## src/rtl/cpu_pkg.sv

```systemverilog
// Shared CPU types: register-file geometry, the writeback entry record and
// the writeback arbiter's state encoding.
package cpu_pkg;

  localparam int XLEN       = 32;
  localparam int REG_ADDR_W = 5;

  typedef struct packed {
    logic [REG_ADDR_W-1:0] rd;
    logic [XLEN-1:0]       data;
  } wb_entry_t;

  typedef enum logic {
    ARB_RUN   = 1'b0,
    ARB_STALL = 1'b1
  } arb_state_t;

  // x0 is hardwired to zero, so writes addressed to it are dropped.
  function automatic logic writes_reg(input logic [REG_ADDR_W-1:0] addr);
    return addr != '0;
  endfunction

endpackage

```

## src/rtl/wb_fifo.sv

```systemverilog
// Circular buffer of writeback entries with push/pop/count. With WB_BYPASS_EN
// defined it also exposes all entries, oldest first, for operand bypass.
module wb_fifo
  import cpu_pkg::*;
#(
  parameter int DEPTH = 4
) (
  input  logic                       clk,
  input  logic                       rst,
  input  logic                       push,
  input  wb_entry_t                  push_entry,
  input  logic                       pop,
  output wb_entry_t                  head,
  output logic                       full,
  output logic                       empty,
  output logic [$clog2(DEPTH+1)-1:0] count
`ifdef WB_BYPASS_EN
  ,
  output wb_entry_t                  view_entry [DEPTH],
  output logic [DEPTH-1:0]           view_valid
`endif
);

  localparam int CNT_W = $clog2(DEPTH + 1);
  localparam int PTR_W = $clog2(DEPTH);

  wb_entry_t         mem_q [DEPTH];
  wb_entry_t         mem_d [DEPTH];
  logic [PTR_W-1:0]  rd_ptr_q, rd_ptr_d;
  logic [PTR_W-1:0]  wr_ptr_q, wr_ptr_d;
  logic [CNT_W-1:0]  count_q, count_d;

  always_comb begin
    mem_d    = mem_q;
    rd_ptr_d = rd_ptr_q;
    wr_ptr_d = wr_ptr_q;
    count_d  = count_q;
    if (push) begin
      mem_d[wr_ptr_q] = push_entry;
      wr_ptr_d        = wr_ptr_q + PTR_W'(1);
    end
    if (pop) begin
      rd_ptr_d = rd_ptr_q + PTR_W'(1);
    end
    // Simultaneous push and pop leaves occupancy unchanged.
    case ({push, pop})
      2'b10:   count_d = count_q + CNT_W'(1);
      2'b01:   count_d = count_q - CNT_W'(1);
      default: count_d = count_q;
    endcase
  end

  always_ff @(posedge clk) begin
    mem_q <= mem_d;
    if (rst) begin
      rd_ptr_q <= '0;
      wr_ptr_q <= '0;
      count_q  <= '0;
    end else begin
      rd_ptr_q <= rd_ptr_d;
      wr_ptr_q <= wr_ptr_d;
      count_q  <= count_d;
    end
  end

  assign head  = mem_q[rd_ptr_q];
  assign full  = (count_q == CNT_W'(DEPTH));
  assign empty = (count_q == '0);
  assign count = count_q;

`ifdef WB_BYPASS_EN
  always_comb begin
    for (int i = 0; i < DEPTH; i++) begin
      view_entry[i] = mem_q[rd_ptr_q + PTR_W'(i)];
      view_valid[i] = (CNT_W'(i) < count_q);
    end
  end
`endif

endmodule

```

## src/rtl/wb_arbiter.sv

```systemverilog
// Register-file writeback arbiter: in-order port A beats queued port B, with a
// starvation stall that forces a queued entry out. Optional WB_BYPASS_EN.
module wb_arbiter
  import cpu_pkg::*;
#(
  parameter int DEPTH        = 4,
  parameter int STARVE_LIMIT = 8
) (
  input  logic                       clk,
  input  logic                       rst,
  input  logic                       a_valid,
  input  logic [REG_ADDR_W-1:0]      a_rd,
  input  logic [XLEN-1:0]            a_data,
  output logic                       a_stall,
  input  logic                       b_valid,
  output logic                       b_ready,
  input  logic [REG_ADDR_W-1:0]      b_rd,
  input  logic [XLEN-1:0]            b_data,
  output logic                       regwrite,
  output logic [REG_ADDR_W-1:0]      rd,
  output logic [XLEN-1:0]            wdata,
  output logic [$clog2(DEPTH+1)-1:0] q_count
`ifdef WB_BYPASS_EN
  ,
  input  logic [REG_ADDR_W-1:0]      byp_rs1,
  input  logic [REG_ADDR_W-1:0]      byp_rs2,
  output logic                       byp_hit1,
  output logic                       byp_hit2,
  output logic [XLEN-1:0]            byp_data1,
  output logic [XLEN-1:0]            byp_data2
`endif
);

  localparam int SC_W = $clog2(STARVE_LIMIT + 1);

  wb_entry_t             head;
  wb_entry_t             push_entry;
  logic                  fifo_full, fifo_empty;
  logic                  push, pop, a_win;
  arb_state_t            state_q, state_d;
  logic [SC_W-1:0]       starve_cnt_q, starve_cnt_d;
  logic                  regwrite_q, regwrite_d;
  logic [REG_ADDR_W-1:0] rd_q, rd_d;
  logic [XLEN-1:0]       wdata_q, wdata_d;

`ifdef WB_BYPASS_EN
  wb_entry_t             view_entry [DEPTH];
  logic [DEPTH-1:0]      view_valid;
`endif

  assign push_entry = '{rd: b_rd, data: b_data};

  wb_fifo #(
    .DEPTH (DEPTH)
  ) u_fifo (
    .clk        (clk),
    .rst        (rst),
    .push       (push),
    .push_entry (push_entry),
    .pop        (pop),
    .head       (head),
    .full       (fifo_full),
    .empty      (fifo_empty),
    .count      (q_count)
`ifdef WB_BYPASS_EN
    ,
    .view_entry (view_entry),
    .view_valid (view_valid)
`endif
  );

  // Port A wins unless stalled; an empty queue never feeds the same cycle it fills.
  always_comb begin
    a_win      = a_valid && (state_q != ARB_STALL);
    pop        = !a_win && !fifo_empty;
    push       = b_valid && b_ready && writes_reg(b_rd);
    regwrite_d = 1'b0;
    rd_d       = rd_q;
    wdata_d    = wdata_q;
    if (a_win) begin
      regwrite_d = writes_reg(a_rd);
      rd_d       = a_rd;
      wdata_d    = a_data;
    end else if (pop) begin
      regwrite_d = 1'b1;
      rd_d       = head.rd;
      wdata_d    = head.data;
    end

    starve_cnt_d = starve_cnt_q;
    if (pop || fifo_empty) begin
      starve_cnt_d = '0;
    end else if (a_win) begin
      starve_cnt_d = starve_cnt_q + SC_W'(1);
    end
    state_d = (starve_cnt_d == SC_W'(STARVE_LIMIT)) ? ARB_STALL : ARB_RUN;
  end

  always_ff @(posedge clk) begin
    if (rst) begin
      state_q      <= ARB_RUN;
      starve_cnt_q <= '0;
      regwrite_q   <= 1'b0;
      rd_q         <= '0;
      wdata_q      <= '0;
    end else begin
      state_q      <= state_d;
      starve_cnt_q <= starve_cnt_d;
      regwrite_q   <= regwrite_d;
      rd_q         <= rd_d;
      wdata_q      <= wdata_d;
    end
  end

  assign a_stall  = (state_q == ARB_STALL);
  assign b_ready  = !fifo_full;
  assign regwrite = regwrite_q;
  assign rd       = rd_q;
  assign wdata    = wdata_q;

`ifdef WB_BYPASS_EN
  // Scan oldest to youngest so the last match (the youngest) is the one kept.
  always_comb begin
    byp_hit1  = 1'b0;
    byp_hit2  = 1'b0;
    byp_data1 = '0;
    byp_data2 = '0;
    if (regwrite_q && writes_reg(byp_rs1) && rd_q == byp_rs1) begin
      byp_hit1  = 1'b1;
      byp_data1 = wdata_q;
    end
    if (regwrite_q && writes_reg(byp_rs2) && rd_q == byp_rs2) begin
      byp_hit2  = 1'b1;
      byp_data2 = wdata_q;
    end
    for (int i = 0; i < DEPTH; i++) begin
      if (view_valid[i] && writes_reg(byp_rs1) && view_entry[i].rd == byp_rs1) begin
        byp_hit1  = 1'b1;
        byp_data1 = view_entry[i].data;
      end
      if (view_valid[i] && writes_reg(byp_rs2) && view_entry[i].rd == byp_rs2) begin
        byp_hit2  = 1'b1;
        byp_data2 = view_entry[i].data;
      end
    end
  end
`endif

endmodule

```

## config.mk

```make
export PLATFORM = sky130hd
export DESIGN_NAME = wb_arbiter
export DESIGN_NICKNAME = d
export VERILOG_FILES = /design/src/rtl/cpu_pkg.sv /design/src/rtl/wb_fifo.sv /design/src/rtl/wb_arbiter.sv
export SDC_FILE = /design/constraint.sdc
export NUM_CORES = 1
export LEC_CHECK = 0
export CORE_MARGIN = 8
export CORE_UTILIZATION = 50
export CTS_BUF_LIST = sky130_fd_sc_hd__clkbuf_2 sky130_fd_sc_hd__clkbuf_4 sky130_fd_sc_hd__clkbuf_8
export DETAILED_ROUTE_END_ITERATION = 12
export PLACE_DENSITY = 0.8
export SLEW_MARGIN = 5
export SYNTH_ARGS = -nofsm -noshare
export SYNTH_HDL_FRONTEND = slang
export SYNTH_SLANG_ARGS = --single-unit
```

## constraint.sdc

```tcl
create_clock -name clk -period 3.15 [get_ports clk]
set_clock_uncertainty 0.15 [all_clocks]
set_input_delay 0.315 -clock clk [delete_from_list [all_inputs] [get_ports clk]]
set_output_delay 0.315 -clock clk [all_outputs]
set_load 0.005 [all_outputs]
```

==> out/qor.txt, run 1 <==
Max Cap Viol: 0
Final Non-Filler Cells: 884
period utilization: 86.98%
residual DRC count: 0
met3 Use GR: 4.081%
Mapped Cells: 555
CP most frequent cell: inv_1
I/O Pins: 121
Post-Route WL: 18.75 mm
CTS root buf: clkbuf_8
global-route track usage on met2: 32.21%
Area Growth Syn to Fin: 20.41%
Die ar.: 20600 um2
grt total ovfl: 0
Final min period: 2.740 ns
post-CTS resize count: 0
synth warn: 0
dpl hpwl: 11.47 mm
Leak: 0.003231 uW
Max transition margin: 21.82%
Yosys reg bits: 198
CTS clk-pin slew, worst paths: 0.09 ns
CP Capture Type: flip-flop
first-pass GRT wire length: 29.12 mm
1st-iter DRT viols: 457
Post-synth ARST share: 0%
Final WS setup: 0.4100 ns
top_reg_cell synth: edfxtp_1
Setup CP Type: in -> reg
f_max: 0.3650 GHz
pre-CTS setup slack: -0.04135 ns
dpl cells: 852
max incr delay on CP: 0.57 ns
largest net degree at the start of global routing: 74
endpoints failing hold: 0
Avg Synthesized Cell Area: 14.65 um2
core footprint: 15890 um2
status: complete, no violations
CTS Sinks: 198
layout cells sized above 1: 18.11%
worst-skew pair later-pin latency: 0.46 ns
average routed wire per standard cell: 21.21 um
CTS buffer count: 17
slowest stage cell on the critical path: or4_4
antenna cell count: 0
worst slew pin tran: 1.171 ns
Final Setup Violations: 0
Buffers on Ports: 120
Setup Buffers After CTS: 0
CP required: 3.38 ns
final net count: 740
Synth Cell Area: 8130 um2
Power, Total: 6774 uW
Clock Tree Buf Depth: 2
M1 GR Usage: 22.54%
Worst setup SP type: input pin
GRT Util Overall: 18.65%
number of synthesized flops with an enable pin: 148
Die Wd: 143.5 um
Max Slew Vio Count: 0
Arr. time, crit path: 2.97 ns
final core utilization: 61.63%
Power Density: 692.0 nW/um2
Initial Util: 51.18%
initial antenna violation count: 0
antenna viol nets, final: 0
placed cell area: 9430 um2
HP Class: in -> reg
# H-tree levels: 4
unrepaired setup endpoints after global routing: no
Vias: 5147
count of different cell masters after synthesis: 39
die height: 143.5 um
CTS tree: built
Peak VDD IR: 0.3962 mV
Synth Net Count: 640
row count: 46
vias in the first global route: 5446
DR vias/cell: 5.822
fin area: 9789 um2
post-synthesis sequential area ratio: 66.97%
GPL Wtd Cong: 0.7568
CP cell instances: clkdlybuf4s50_1, or4_4, o211a_4, inv_1, ha_1, inv_1, fa_1, xor2_1, or3_1, a21oi_1
number of hold buffers added after CTS: 0
critical path peak fanout: 7
first drt pass iteration count: 5
GR peak layer: met2
-- cell families (layout without fill, tap and decap cells) --
| group | after synthesis | in the layout | synth area share, % |
|---|---|---|---|
| flip-flops | 198 | 198 | 66.97 |
| AND/OR/NAND/NOR | 137 | 137 | 9.942 |
| AO/OA/AOI/OAI | 83 | 83 | 7.618 |
| multiplexers | 71 | 71 | 10.51 |
| buffers and inverters | 55 | 168 | 3.355 |
| adder cells (fa/ha/maj) | 7 | 7 | 1.170 |
| XOR/XNOR | 4 | 4 | 0.4310 |
-- layer usage --
metal / wire length (um) / part of all wire (%) / up-vias
met2: 9422 / 50 / 197
met4: 287 / 1.5 / 0
met3: 1185 / 6.3 / 20
met1: 7859 / 42 / 2561
li1: - / - / 2369
met5: 0 / 0 / -
-- layout make-up --
class                      instances  area, um2
timing repair buffer             128       1256
clock inverter                     5      25.02
tap                              216      270.3
fill                            1209       6096
multi-input combinational        302       2424
clock buffer                      27      334.1
sequential                       198       5450
inverter                           8      30.03
-- flip-flops by register name, indices dropped and copies added, names as in the netlist --
signal	cells
u_fifo.rd_ptr_q	2
rd	5
a_stall	1
u_fifo.mem_q	148
u_fifo.wr_ptr_q	2
starve_cnt_q	4
regwrite	1
wdata	32
u_fifo.count	3
-- cells in the mapped netlist, types with 4 or more instances --
cell | number | area [um2]
a211oi_1 | 5 | 37.54
a21oi_1 | 8 | 40.04
a311oi_1 | 33 | 289.0
a31oi_1 | 29 | 181.4
and2_2 | 4 | 30.03
and3b_1 | 29 | 254.0
buf_2 | 20 | 100.1
buf_4 | 9 | 67.56
clkbuf_1 | 16 | 60.06
dfxtp_1 | 50 | 1001
edfxtp_1 | 148 | 4444
ha_1 | 6 | 75.07
inv_1 | 8 | 30.03
mux2_2 | 61 | 686.9
mux2i_1 | 4 | 40.04
mux4_2 | 5 | 112.6
nand2_1 | 5 | 18.77
nand3_1 | 34 | 170.2
nor2_1 | 16 | 60.06
nor3_1 | 34 | 170.2
or3_1 | 4 | 25.02
-- power by group --
part,internal (uW),switching (uW),total [uW]
Sequential,3180,309,3490
Clock,677,802,1480
Combinational,936,867,1800
Total,4800,1980,6770
-- worst paths after layout --
kind,to,slack [ns],cells past startpoint,startpoint
setup reg to reg,u_fifo.count[2]$_SDFFE_PP0P_,0.49,9,u_fifo.count[2]$_SDFFE_PP0P_
hold / removal,u_fifo.mem_q[96]$_DFFE_PP_,0.34,1,b_data[22]
hold reg to reg,starve_cnt_q[0]$_SDFF_PP0_,0.35,1,starve_cnt_q[0]$_SDFF_PP0_
setup / recovery,u_fifo.count[2]$_SDFFE_PP0P_,0.41,10,b_rd[0]
-- cell usage in the layout, fill, tap and decap left out, types with 3 or more instances in the layout --
cell type	count
clkbuf_4	6
and2_2	4
a21oi_1	8
a311oi_1	33
dfxtp_1	48
a31oi_1	29
a211oi_1	5
inv_1	8
clkbuf_8	21
ha_1	6
nor3_1	34
mux2i_1	4
mux4_2	5
xor2_1	3
o31a_1	3
nand2_1	5
nand3b_1	3
edfxtp_1	148
clkinv_2	5
clkdlybuf4s50_1	119
buf_4	8
or3_1	3
nand3_1	34
and3b_1	29
nor2_1	16
mux2_2	61
-- through the flow --
| step | hold slack [ns] | setup TNS, ns |
|---|---|---|
| 6_report | 0.3354 | 0 |
| 5_1_grt | 0.3169 | 0 |
| 4_1_cts | 0.3087 | 0 |
| 3_5_place_dp | 0.3070 | -0.04135 |
| 3_3_place_gp | 0.2879 | 0 |
| 2_1_floorplan | 0.2639 | 0 |
-- worst max-delay path: cells and delay by family --
kind	cells	cell delay (ns)
AOI/OAI and AO/OA	2	0.44
adders and majority gates	2	0.55
xor gates and xnor gates	1	0.17
buffers and inverters	3	0.61
and+or+nand+nor	2	0.89
No activity file was read; power rests on OpenSTA's default activity.
==> inputs of run 2 (changes only) <==
--- a/config.mk
+++ b/config.mk
@@ -5,11 +5,14 @@
 export SDC_FILE = /design/constraint.sdc
 export NUM_CORES = 1
 export LEC_CHECK = 0
+export CELL_PAD_IN_SITES_DETAIL_PLACEMENT = 1
+export CELL_PAD_IN_SITES_GLOBAL_PLACEMENT = 2
 export CORE_MARGIN = 8
-export CORE_UTILIZATION = 50
+export CORE_UTILIZATION = 39
 export CTS_BUF_LIST = sky130_fd_sc_hd__clkbuf_2 sky130_fd_sc_hd__clkbuf_4 sky130_fd_sc_hd__clkbuf_8
 export DETAILED_ROUTE_END_ITERATION = 12
-export PLACE_DENSITY = 0.8
+export PLACE_DENSITY = 0.86
+export SKIP_LAST_GASP = 1
 export SLEW_MARGIN = 5
 export SYNTH_ARGS = -nofsm -noshare
 export SYNTH_HDL_FRONTEND = slang
==> run 2 against run 1 <==
First-iteration DRC count shrank 56%; final area is 1.3% higher; setup slack better by 0.020 ns; final cell count increased by 6.9%; flip-flop and latch count did not move; combinational power is 8% higher; global-route usage decreased by 2.7 points; wire length increased by 9.7%; worst hold slack gained 0.0029 ns; clock-buffer cell count fell by 10; highest routed layer is now met5.
==> out/qor.txt, run 2 (synthesis gave the netlist of run 1 again) <==
Internal: 4845 uW (+1.0%)
period utilization: 86.34% (-0.64 points)
combinational share of power: 27.9% (+1.3 points)
Post-Route WL: 20.57 mm (+9.7%)
critical path peak fanout: 5 (-2)
flip-flop count of the largest register after layout: 148 (unchanged)
antenna cell count: 0 (unchanged)
grt total ovfl: 0 (unchanged)
Max Cap Viol: 0 (unchanged)
Reg with most FFs: u_fifo.mem_q
core footprint: 20760 um2 (+31%)
Final min period: 2.720 ns (-0.02021 ns)
Peak VDD IR: 0.2728 mV (-31%)
most common cell after layout, fill and taps aside: edfxtp_1
1st-iter DRT viols: 202 (-56%)
Arr. time, crit path: 2.95 ns (-0.02 ns)
f_max: 0.3677 GHz (+0.74%)
Setup Total Neg Slack: 0 ns (unchanged)
CTS root buf: clkbuf_8
GRT Util Overall: 15.96% (-2.7 points)
CTS tree: built
Clock Tree Buf Depth: 2 (unchanged)
layout cells sized above 1: 18.06% (-0.054 points)
Worst setup SP type: input pin
die height: 160.4 um (+12%)
FILL cells: 2071 (+71%)
slowest stage cell on the critical path: or4_4
I/O Pins: 121 (unchanged)
CTS Sinks: 198 (unchanged)
number of hold buffers added after CTS: 0 (unchanged)
Final Setup Violations: 0 (unchanged)
GPL Wtd Cong: 0.7551 (-0.22%)
final net count: 742 (+0.27%)
average routed wire per standard cell: 21.77 um (+2.6%)
antenna viol nets, final: 0 (unchanged)
Max transition margin: 27.49% (+5.7 points)
Vias: 5106 (-0.80%)
initial antenna violation count: 1 (+1)
status: complete, no violations
Buffers on Ports: 120 (unchanged)
Area Growth Syn to Fin: 22.01%
placed cell area: 9532 um2 (+1.1%)
switching share of power: 30.25% (+1.1 points)
commonest non-fill, non-tap cells in the layout: edfxtp_1, clkdlybuf4s50_1, mux2_2, dfxtp_1
Power Density: 700.3 nW/um2 (+1.2%)
DR vias/cell: 5.403 (-7.2%)
CTS buffer count: 17 (unchanged)
Setup CP Type: in -> reg
# H-tree levels: 4 (unchanged)
share of total power in sequential cells: 49.0% (-2.5 points)
hold_ws: 0.3384 ns (+0.002936 ns)
vias in the first global route: 5733 (+5.3%)
CP most frequent cell: inv_1
HP Class: in -> reg
Setup Buffers After CTS: 0 (unchanged)
critical path's top delay family: simple AND/OR/NAND/NOR gates
CP required: 3.38 ns (about the same)
first drt pass iteration count: 4 (-1)
P_sw: 2101 uW (+6.3%)
CP bufs+invs: 3 (unchanged)
largest net degree at the start of global routing: 50 (-32%)
Leak: 0.003237 uW (+0.19%)
post-CTS resize count: 0 (unchanged)
Initial Util: 39.17% (-12 points)
max incr delay on CP: 0.57 ns (about the same)
Die ar.: 25720 um2 (+25%)
CP cell instances: clkdlybuf4s50_1, or4_4, o211a_4, inv_1, ha_1, inv_1, fa_1, xor2_1, or3_1, a21oi_1
Max Slew Vio Count: 0 (unchanged)
row count: 53 (+15%)
first-pass GRT wire length: 31.95 mm (+9.7%)
fin area: 9920 um2 (+1.3%)
clock power share: 23.1% (+1.3 points)
worst-skew pair later-pin latency: 0.46 ns (about the same)
Die Wd: 160.4 um (+12%)
CP Capture Type: flip-flop
residual DRC count: 0 (unchanged)
worst slew pin tran: 1.088 ns (-0.08369 ns)
unrepaired setup endpoints after global routing: no
endpoints failing hold: 0 (unchanged)
dpl hpwl: 12.78 mm (+11%)
CTS clk-pin slew, worst paths: 0.10 ns (about the same)
## run 2: cell type report
cell class / count / area, um2 / share of cell area, %
multi-input combinational: 302 / 2424 / 24.43
timing repair buffer: 130 / 1284 / 12.94
sequential: 198 / 5450 / 54.94
clock buffer: 17 / 234.0 / 2.359
inverter: 8 / 30.03 / 0.3027
tap: 275 / 344.1 / 3.469
clock inverter: 15 / 153.9 / 1.551
## run 2: layer usage
layer	GRT usage [%]	share of wire [%]	up-vias
li1	-	-	2373
met1	17.73	42	2592
met2	29.25	53	115
met3	3.558	3.9	24
met4	5.947	1.7	2
met5	0	0.063	-
## run 2: through the flow
stage	instances	total power (uW)	util (%)	setup WS (ns)
floorplan	555	4581	-	0.6403
global placement	913	5341	45.92	0.1016
detailed placement	913	5439	45.92	-0.03260
CTS	945	7019	47.79	0.4539
global route	945	7273	47.79	0.3919
finish	945	6946	47.79	0.4302
## run 2: worst reg2reg max path: stages (launching register included)
cell	delay, ns
dfxtp_1	0.41
or3b_2	0.49
o211a_4	0.16
inv_1	0.06
ha_1	0.19
inv_1	0.08
fa_1	0.37
xor2_1	0.16
or3_1	0.31
a21oi_1	0.15
## run 2: worst paths after layout
kind / from / to / slack [ns] / cells after the start
hold / removal: b_data[14] / u_fifo.mem_q[125]$_DFFE_PP_ / 0.34 / 1
setup reg to reg: u_fifo.count[2]$_SDFFE_PP0P_ / u_fifo.count[2]$_SDFFE_PP0P_ / 0.54 / 9
hold reg to reg: starve_cnt_q[0]$_SDFF_PP0_ / starve_cnt_q[0]$_SDFF_PP0_ / 0.34 / 1
setup / recovery: b_rd[0] / u_fifo.count[2]$_SDFFE_PP0P_ / 0.43 / 10
## run 2: power by group through the flow
stage	clock network, uW	registers (uW)	logic [uW]
global placement	0	3440	1900
global route	1720	3450	2100
detailed placement	0	3470	1970
CTS	1630	3410	1980
finish	1610	3400	1940
floorplan	0	3370	1210
